## config.mk

```make
export PLATFORM = sky130hd
export DESIGN_NAME = uart_tx_framer
export DESIGN_NICKNAME = d
export VERILOG_FILES = /design/src/rtl/uart_pkg.sv /design/src/rtl/uart_baud_gen.sv /design/src/rtl/uart_tx_framer.sv
export SDC_FILE = /design/constraint.sdc
export NUM_CORES = 1
export LEC_CHECK = 0
export ABC_AREA = 0
export CAP_MARGIN = 25
export CORE_AREA = 2 2 71 73
export CTS_CLUSTER_DIAMETER = 40
export DETAILED_ROUTE_END_ITERATION = 8
export DIE_AREA = 0 0 73 75
export PLACE_DENSITY_LB_ADDON = 0.3
export SETUP_SLACK_MARGIN = 0.02
export SKIP_CTS_REPAIR_TIMING = 1
export SYNTH_ARGS = -nofsm -noshare
export SYNTH_HDL_FRONTEND = slang
export SYNTH_HIERARCHICAL = 1
export SYNTH_SLANG_ARGS = --single-unit
```

## constraint.sdc

```tcl
create_clock -name clk -period 2.4 [get_ports clk]
set_clock_uncertainty 0.1 [all_clocks]
set_input_delay 0.36 -clock clk [delete_from_list [all_inputs] [get_ports clk]]
set_output_delay 0.36 -clock clk [all_outputs]
set_load 0.1 [all_outputs]
```

## src/rtl/uart_pkg.sv

```systemverilog
// rtl/uart_pkg.sv - shared UART state encoding, parity constants and parity helper
// Contents:
//   ST_IDLE..ST_STOP    state encoding values, uart_state_t enum built on them
//   PAR_MODE_EVEN/ODD   parity-mode selector values
//   MAX_DATA_BITS       widest supported data word
//   uart_parity()       parity bit of a zero-extended word (even, or odd when odd=1)
package uart_pkg;

  localparam logic [2:0] ST_IDLE   = 3'd0;
  localparam logic [2:0] ST_START  = 3'd1;
  localparam logic [2:0] ST_DATA   = 3'd2;
  localparam logic [2:0] ST_PARITY = 3'd3;
  localparam logic [2:0] ST_STOP   = 3'd4;

  typedef enum logic [2:0] {
    IDLE   = ST_IDLE,
    START  = ST_START,
    DATA   = ST_DATA,
    PARITY = ST_PARITY,
    STOP   = ST_STOP
  } uart_state_t;

  localparam logic PAR_MODE_EVEN = 1'b0;
  localparam logic PAR_MODE_ODD  = 1'b1;

  localparam int MAX_DATA_BITS = 9;

  // Unused upper bits of word must be zero so they do not disturb the XOR.
  function automatic logic uart_parity(input logic [MAX_DATA_BITS-1:0] word,
                                       input logic odd);
    return (^word) ^ odd;
  endfunction

endpackage

```

## src/rtl/uart_baud_gen.sv

```systemverilog
// rtl/uart_baud_gen.sv - bit-period counter producing one bit_tick per serial bit
// Ports:
//   clk       in   clock
//   reset_n   in   asynchronous reset, active-low
//   restart   in   synchronous restart: counter forced to 0 while high
//   bit_tick  out  high during the last clock of each bit period
module uart_baud_gen #(
  parameter int CLKS_PER_BIT = 16
) (
  input  logic clk,
  input  logic reset_n,
  input  logic restart,
  output logic bit_tick
);

  localparam int CNT_W = $clog2(CLKS_PER_BIT);
  localparam logic [CNT_W-1:0] CNT_LAST = CNT_W'(CLKS_PER_BIT - 1);

  logic [CNT_W-1:0] cnt_q;

  assign bit_tick = (cnt_q == CNT_LAST);

  // Wrap happens only through bit_tick, so non-power-of-two periods are exact.
  always_ff @(posedge clk or negedge reset_n) begin
    if (!reset_n) begin
      cnt_q <= '0;
    end else if (restart || bit_tick) begin
      cnt_q <= '0;
    end else begin
      cnt_q <= cnt_q + 1'b1;
    end
  end

endmodule

```

## src/rtl/uart_tx_framer.sv

```systemverilog
// rtl/uart_tx_framer.sv - UART transmitter with one-entry holding register
// Ports:
//   clk        in   clock
//   reset_n    in   asynchronous reset, active-low
//   tx_valid   in   tx_data is valid
//   tx_ready   out  holding register empty; word taken on tx_valid & tx_ready
//   tx_data    in   word to send, sampled on the handshake edge only
//   tx_serial  out  serial line, idles high (registered)
//   tx_busy    out  a frame is on the line
//   tx_done    out  one-clock pulse during the final clock of the last stop bit
module uart_tx_framer
  import uart_pkg::*;
#(
  parameter int CLKS_PER_BIT = 16,
  parameter int DATA_BITS    = 8,
  parameter int PARITY_EN    = 0,
  parameter int PARITY_ODD   = 0,
  parameter int STOP_BITS    = 1
) (
  input  logic                 clk,
  input  logic                 reset_n,
  input  logic                 tx_valid,
  output logic                 tx_ready,
  input  logic [DATA_BITS-1:0] tx_data,
  output logic                 tx_serial,
  output logic                 tx_busy,
  output logic                 tx_done
);

  if (CLKS_PER_BIT < 2 || DATA_BITS < 5 || DATA_BITS > MAX_DATA_BITS ||
      PARITY_EN < 0 || PARITY_EN > 1 || PARITY_ODD < 0 || PARITY_ODD > 1 ||
      STOP_BITS < 1 || STOP_BITS > 2) begin : g_param_error
    $error("uart_tx_framer: illegal parameter value");
  end

  localparam int BI_W = $clog2(DATA_BITS);
  localparam logic [BI_W-1:0] BIT_LAST  = BI_W'(DATA_BITS - 1);
  localparam logic            STOP_LAST = 1'(STOP_BITS - 1);
  localparam logic            ODD_MODE  = (PARITY_ODD != 0) ? PAR_MODE_ODD : PAR_MODE_EVEN;

  uart_state_t          state_q, state_d;
  logic [DATA_BITS-1:0] hold_q;
  logic                 hold_full_q;
  logic [DATA_BITS-1:0] shift_q, shift_d;
  logic                 parity_q;
  logic [BI_W-1:0]      bit_idx_q, bit_idx_d;
  logic                 stop_idx_q, stop_idx_d;
  logic                 serial_q, serial_d;
  logic                 bit_tick;
  logic                 load;
  logic                 accept;
  logic [MAX_DATA_BITS-1:0] hold_ext;

  assign tx_ready  = !hold_full_q;
  assign tx_busy   = (state_q != IDLE);
  assign tx_serial = serial_q;
  // hold_full_q is low whenever accept is possible and high whenever load is,
  // so the two never coincide.
  assign accept    = tx_valid && !hold_full_q;

  always_comb begin
    hold_ext = '0;
    hold_ext[DATA_BITS-1:0] = hold_q;
  end

  uart_baud_gen #(.CLKS_PER_BIT(CLKS_PER_BIT)) u_baud (
    .clk      (clk),
    .reset_n  (reset_n),
    .restart  (state_q == IDLE),
    .bit_tick (bit_tick)
  );

  // serial_d is the line level for the state being entered, so the pin
  // changes on the same edge as the state register.
  always_comb begin
    state_d    = state_q;
    shift_d    = shift_q;
    bit_idx_d  = bit_idx_q;
    stop_idx_d = stop_idx_q;
    serial_d   = serial_q;
    load       = 1'b0;
    tx_done    = 1'b0;
    case (state_q)
      IDLE: begin
        if (hold_full_q) load = 1'b1;
      end
      START: begin
        if (bit_tick) begin
          state_d   = DATA;
          bit_idx_d = '0;
          serial_d  = shift_q[0];
        end
      end
      DATA: begin
        if (bit_tick) begin
          if (bit_idx_q != BIT_LAST) begin
            bit_idx_d = bit_idx_q + 1'b1;
            shift_d   = shift_q >> 1;
            serial_d  = shift_q[1];
          end else if (PARITY_EN != 0) begin
            state_d  = PARITY;
            serial_d = parity_q;
          end else begin
            state_d    = STOP;
            stop_idx_d = 1'b0;
            serial_d   = 1'b1;
          end
        end
      end
      PARITY: begin
        if (bit_tick) begin
          state_d    = STOP;
          stop_idx_d = 1'b0;
          serial_d   = 1'b1;
        end
      end
      STOP: begin
        if (bit_tick) begin
          if (stop_idx_q != STOP_LAST) begin
            stop_idx_d = stop_idx_q + 1'b1;
          end else begin
            tx_done = 1'b1;
            if (hold_full_q) begin
              load = 1'b1;
            end else begin
              state_d  = IDLE;
              serial_d = 1'b1;
            end
          end
        end
      end
      default: begin
        state_d  = IDLE;
        serial_d = 1'b1;
      end
    endcase
    // Reload from IDLE or straight out of the last stop bit.
    if (load) begin
      state_d  = START;
      shift_d  = hold_q;
      serial_d = 1'b0;
    end
  end

  always_ff @(posedge clk or negedge reset_n) begin
    if (!reset_n) begin
      state_q     <= IDLE;
      hold_q      <= '0;
      hold_full_q <= 1'b0;
      shift_q     <= '0;
      parity_q    <= 1'b0;
      bit_idx_q   <= '0;
      stop_idx_q  <= 1'b0;
      serial_q    <= 1'b1;
    end else begin
      state_q    <= state_d;
      shift_q    <= shift_d;
      bit_idx_q  <= bit_idx_d;
      stop_idx_q <= stop_idx_d;
      serial_q   <= serial_d;
      if (load) parity_q <= uart_parity(hold_ext, ODD_MODE);
      if (accept) begin
        hold_q      <= tx_data;
        hold_full_q <= 1'b1;
      end else if (load) begin
        hold_full_q <= 1'b0;
      end
    end
  end

endmodule

```

==> metrics.json <==
{
  "status": {
    "run_status": "completed"
  },
  "global_routing": {
    "grt_first_pass_wirelength_um": 4370,
    "globalRoute.totalOverflow": 0,
    "antenna_violations_before_repair": 0,
    "met2_usage": 0.177,
    "met1_track_usage_gr": 0.125,
    "grt_util_all_layers": 0.104,
    "grt_max_degree": 29,
    "groute.layer.met3.usage": 0.0321,
    "gr-max-usage-layer": "met2",
    "number_of_global_route_vias_before_repair": 940
  },
  "timing": {
    "final_period_util": 0.906,
    "max_clock_freq_mhz": 460,
    "report.final.hold_viol_count": 0,
    "finalSetupViolations": 0,
    "timing_max_transition_violations_final": 0,
    "worst_slew_margin_rel": 0.673,
    "fin_tns_setup_ns": 0,
    "fin_crit_ns": 2.17,
    "grt_setup_unrepaired": "no",
    "worst_slew_pin_slew_ns": 0.486,
    "fin_worst_hold_slack_ns": 0.348
  },
  "cts": {
    "clockRootBuffer": "sky130_fd_sc_hd__clkbuf_8",
    "clkLatencyLatePin_ns": 0.28,
    "clk_pin_slew_ns": 0.10,
    "cts_tree": "done",
    "cts_made_buffers": 3,
    "htree_num_levels": 1,
    "cts.path.max_buffers": 2,
    "cts_num_sinks": 28
  },
  "logic_synthesis": {
    "syn_avg_cell_area_um2": 12.7,
    "synth.area.top_cells": "sky130_fd_sc_hd__dfrtp_1 49%, sky130_fd_sc_hd__mux2_4 7.7%, sky130_fd_sc_hd__mux2_2 7.4%",
    "post-synth-top-area-cell": "sky130_fd_sc_hd__dfrtp_1",
    "yosys_register_bits": 28,
    "syn_inst": 108,
    "combined_area_of_all_synthesized_cells_um2": 1370,
    "synth.net_count": 122,
    "synth_most_common_cell": "sky130_fd_sc_hd__dfrtp_1",
    "synth_seq_area_share": 0.513,
    "async_reset_ff_frac": 1.00,
    "yosysTopAreaCellShare": 0.494,
    "synth.cells.most_frequent": "27 x sky130_fd_sc_hd__dfrtp_1, 9 x sky130_fd_sc_hd__mux2_2, 7 x sky130_fd_sc_hd__mux2_1, 7 x sky130_fd_sc_hd__mux2_4",
    "ys_dominant_reg_cell": "sky130_fd_sc_hd__dfrtp_1",
    "ys.warnings.count": 6,
    "synth_cell_types": 35,
    "edff_count_synth": 0
  },
  "layout": {
    "multiInputGateArea_um2": 623,
    "area_overhead_of_the_layout_relative_to_synthesis_pct": 21.1,
    "nNetsFinal": 140,
    "final_area_um2": 1660,
    "antenna_cells": 0,
    "cell_count_final_fillers_out": 179,
    "layout.filler_cells": 450,
    "final_layout_size_suffix_gt1_frac": 0.280,
    "final_core_utilization": 0.355,
    "sequential_cell_area_in_the_final_layout_um2": 702
  },
  "setup_path": {
    "cp_data_arrival_time_ns": 1.71,
    "end_kind": "output pin",
    "r2r_start": "u_baud/cnt_q[0]$_DFF_PN0_",
    "cp_max_fo": 13,
    "cells_traversed_along_the_worst_timing_path": "nor3_1 -> inv_1 -> buf_12",
    "critPathTopFamily": "flip-flops",
    "worst_path_max_delay_cell": "sky130_fd_sc_hd__dfrtp_1",
    "cp_data_required_time_ns": 1.94,
    "critical_path.n_buffers_inverters": 2,
    "reg2reg_depth": 6,
    "timing.reg2reg.setup_slack_ns": 0.30,
    "critical_register_to_register_path_endpoint": "shift_q[3]$_DFFE_PN0P_",
    "timing.critical_path.slowest_cell_delay_ns": 0.54,
    "timing_worst_setup_path_type": "reg2out",
    "critical_path.startpoint_type": "flip-flop"
  },
  "route": {
    "drtPass1Iterations": 6,
    "drt_wl_total_um": 2300,
    "routed_via_density": 4.77,
    "drcViolationCount": 0,
    "vias": 854,
    "route.detailed.wl_per_inst_um": 12.9,
    "antenna_violating_nets_left": 0,
    "first_iter_violations": 45
  },
  "placement": {
    "dp_hpwl_um": 1640,
    "io_buffers": 14,
    "place_congestion": 0.774,
    "post-place-cells": 175,
    "placed_area_um2": 1590
  },
  "run": {
    "cap_violations": 0
  },
  "floorplan": {
    "design.die.area_um2": 5480,
    "rows": 25,
    "floorplan.die.width_um": 73,
    "num_io_pins": 15,
    "placeableCoreArea_um2": 4660,
    "die_height_um": 75,
    "initial_cell_density_of_the_core": 0.293
  },
  "power_and_ir_drop": {
    "pwr_density_cell_nw_per_um2": 1240,
    "irDropWorstVdd_uv": 624,
    "p_leak_nw": 0.740
  },
  "min_path": {
    "holdCritPathClass": "in2async"
  }
}
-- through the flow --
step           setup WS [ns]  total power [mW]
2_1_floorplan          0.297              1.52
3_3_place_gp           0.378              1.66
3_5_place_dp           0.310              1.70
4_1_cts                0.193              2.08
5_1_grt               0.0646              2.20
6_report               0.226              2.05
-- area by class of cell --
class,instances,area share
tap,54,0.0408
clock buffer,3,0.0249
clock inverter,1,0.0181
inverter,6,0.0136
timing repair buffer,16,0.103
sequential,28,0.424
multi-input combinational,71,0.376
-- cells in the final DEF (no fill, tap or decap) --
master,n
sky130_fd_sc_hd__mux2_4,7
sky130_fd_sc_hd__a32oi_1,1
sky130_fd_sc_hd__nand2_1,6
sky130_fd_sc_hd__clkbuf_8,3
sky130_fd_sc_hd__a31oi_1,1
sky130_fd_sc_hd__o21ai_0,4
sky130_fd_sc_hd__nor2b_1,1
sky130_fd_sc_hd__clkdlybuf4s50_1,10
sky130_fd_sc_hd__inv_1,6
sky130_fd_sc_hd__a21oi_1,2
sky130_fd_sc_hd__a311oi_1,1
sky130_fd_sc_hd__and3_2,1
sky130_fd_sc_hd__a221oi_1,1
sky130_fd_sc_hd__nand2b_2,1
sky130_fd_sc_hd__and3_4,1
sky130_fd_sc_hd__o22ai_1,1
sky130_fd_sc_hd__dfrtp_1,27
sky130_fd_sc_hd__dfstp_2,1
sky130_fd_sc_hd__buf_4,4
sky130_fd_sc_hd__mux2i_1,1
sky130_fd_sc_hd__ha_1,3
sky130_fd_sc_hd__bufinv_16,1
sky130_fd_sc_hd__mux2_2,9
sky130_fd_sc_hd__buf_12,2
sky130_fd_sc_hd__nor2_4,1
sky130_fd_sc_hd__nor2_1,5
sky130_fd_sc_hd__a22o_1,2
sky130_fd_sc_hd__and2b_2,2
sky130_fd_sc_hd__nor3b_1,2
sky130_fd_sc_hd__xnor2_1,1
sky130_fd_sc_hd__mux2_1,7
sky130_fd_sc_hd__a211oi_1,1
sky130_fd_sc_hd__nand3b_4,1
sky130_fd_sc_hd__o21a_1,1
sky130_fd_sc_hd__a21o_1,1
sky130_fd_sc_hd__nor2b_2,1
sky130_fd_sc_hd__nor3_1,5
-- layer usage --
layer  part of all wire  routed length, um
met5                  0                  0
met4              0.013                 31
met3              0.043                100
met2               0.47               1080
met1               0.47               1090
-- cells by family after synthesis --
family	count (synthesis)	synth area share
xor+xnor	1	0.00641
compound gates	16	0.0796
simple gates	27	0.126
buf+inv	9	0.0311
flops	28	0.513
mux	24	0.216
fa+ha+maj	3	0.0275
-- sequential cells by signal, summed over array words and instances (netlist names) --
signal        flops
bit_idx_q         3
shift_q           8
tx_serial         1
hold_q            8
state_q           3
u_baud/cnt_q      4
hold_full_q       1
-- worst max-delay path by stage --
| stage | start | endpoint | cells after the start |
|---|---|---|---|
| 2_1_floorplan | state_q[1]$_DFFE_PN0P_ | tx_serial$_DFFE_PN1P_ | 5 |
| 3_3_place_gp | u_baud/cnt_q[0]$_DFF_PN0_ | shift_q[5]$_DFFE_PN0P_ | 6 |
| 3_5_place_dp | u_baud/cnt_q[0]$_DFF_PN0_ | shift_q[5]$_DFFE_PN0P_ | 6 |
| 5_1_grt | state_q[0]$_DFFE_PN0P_ | tx_busy | 3 |
| 6_report | state_q[0]$_DFFE_PN0P_ | tx_busy | 3 |
| 4_1_cts | state_q[0]$_DFFE_PN0P_ | tx_busy | 3 |
-- report_power, final --
| part | internal, mW | switching (mW) |
|---|---|---|
| combinational | 0.424 | 0.393 |
| clock | 0.224 | 0.152 |
| sequential | 0.683 | 0.171 |
| total | 1.33 | 0.716 |
(Power assumes the default switching activity.)
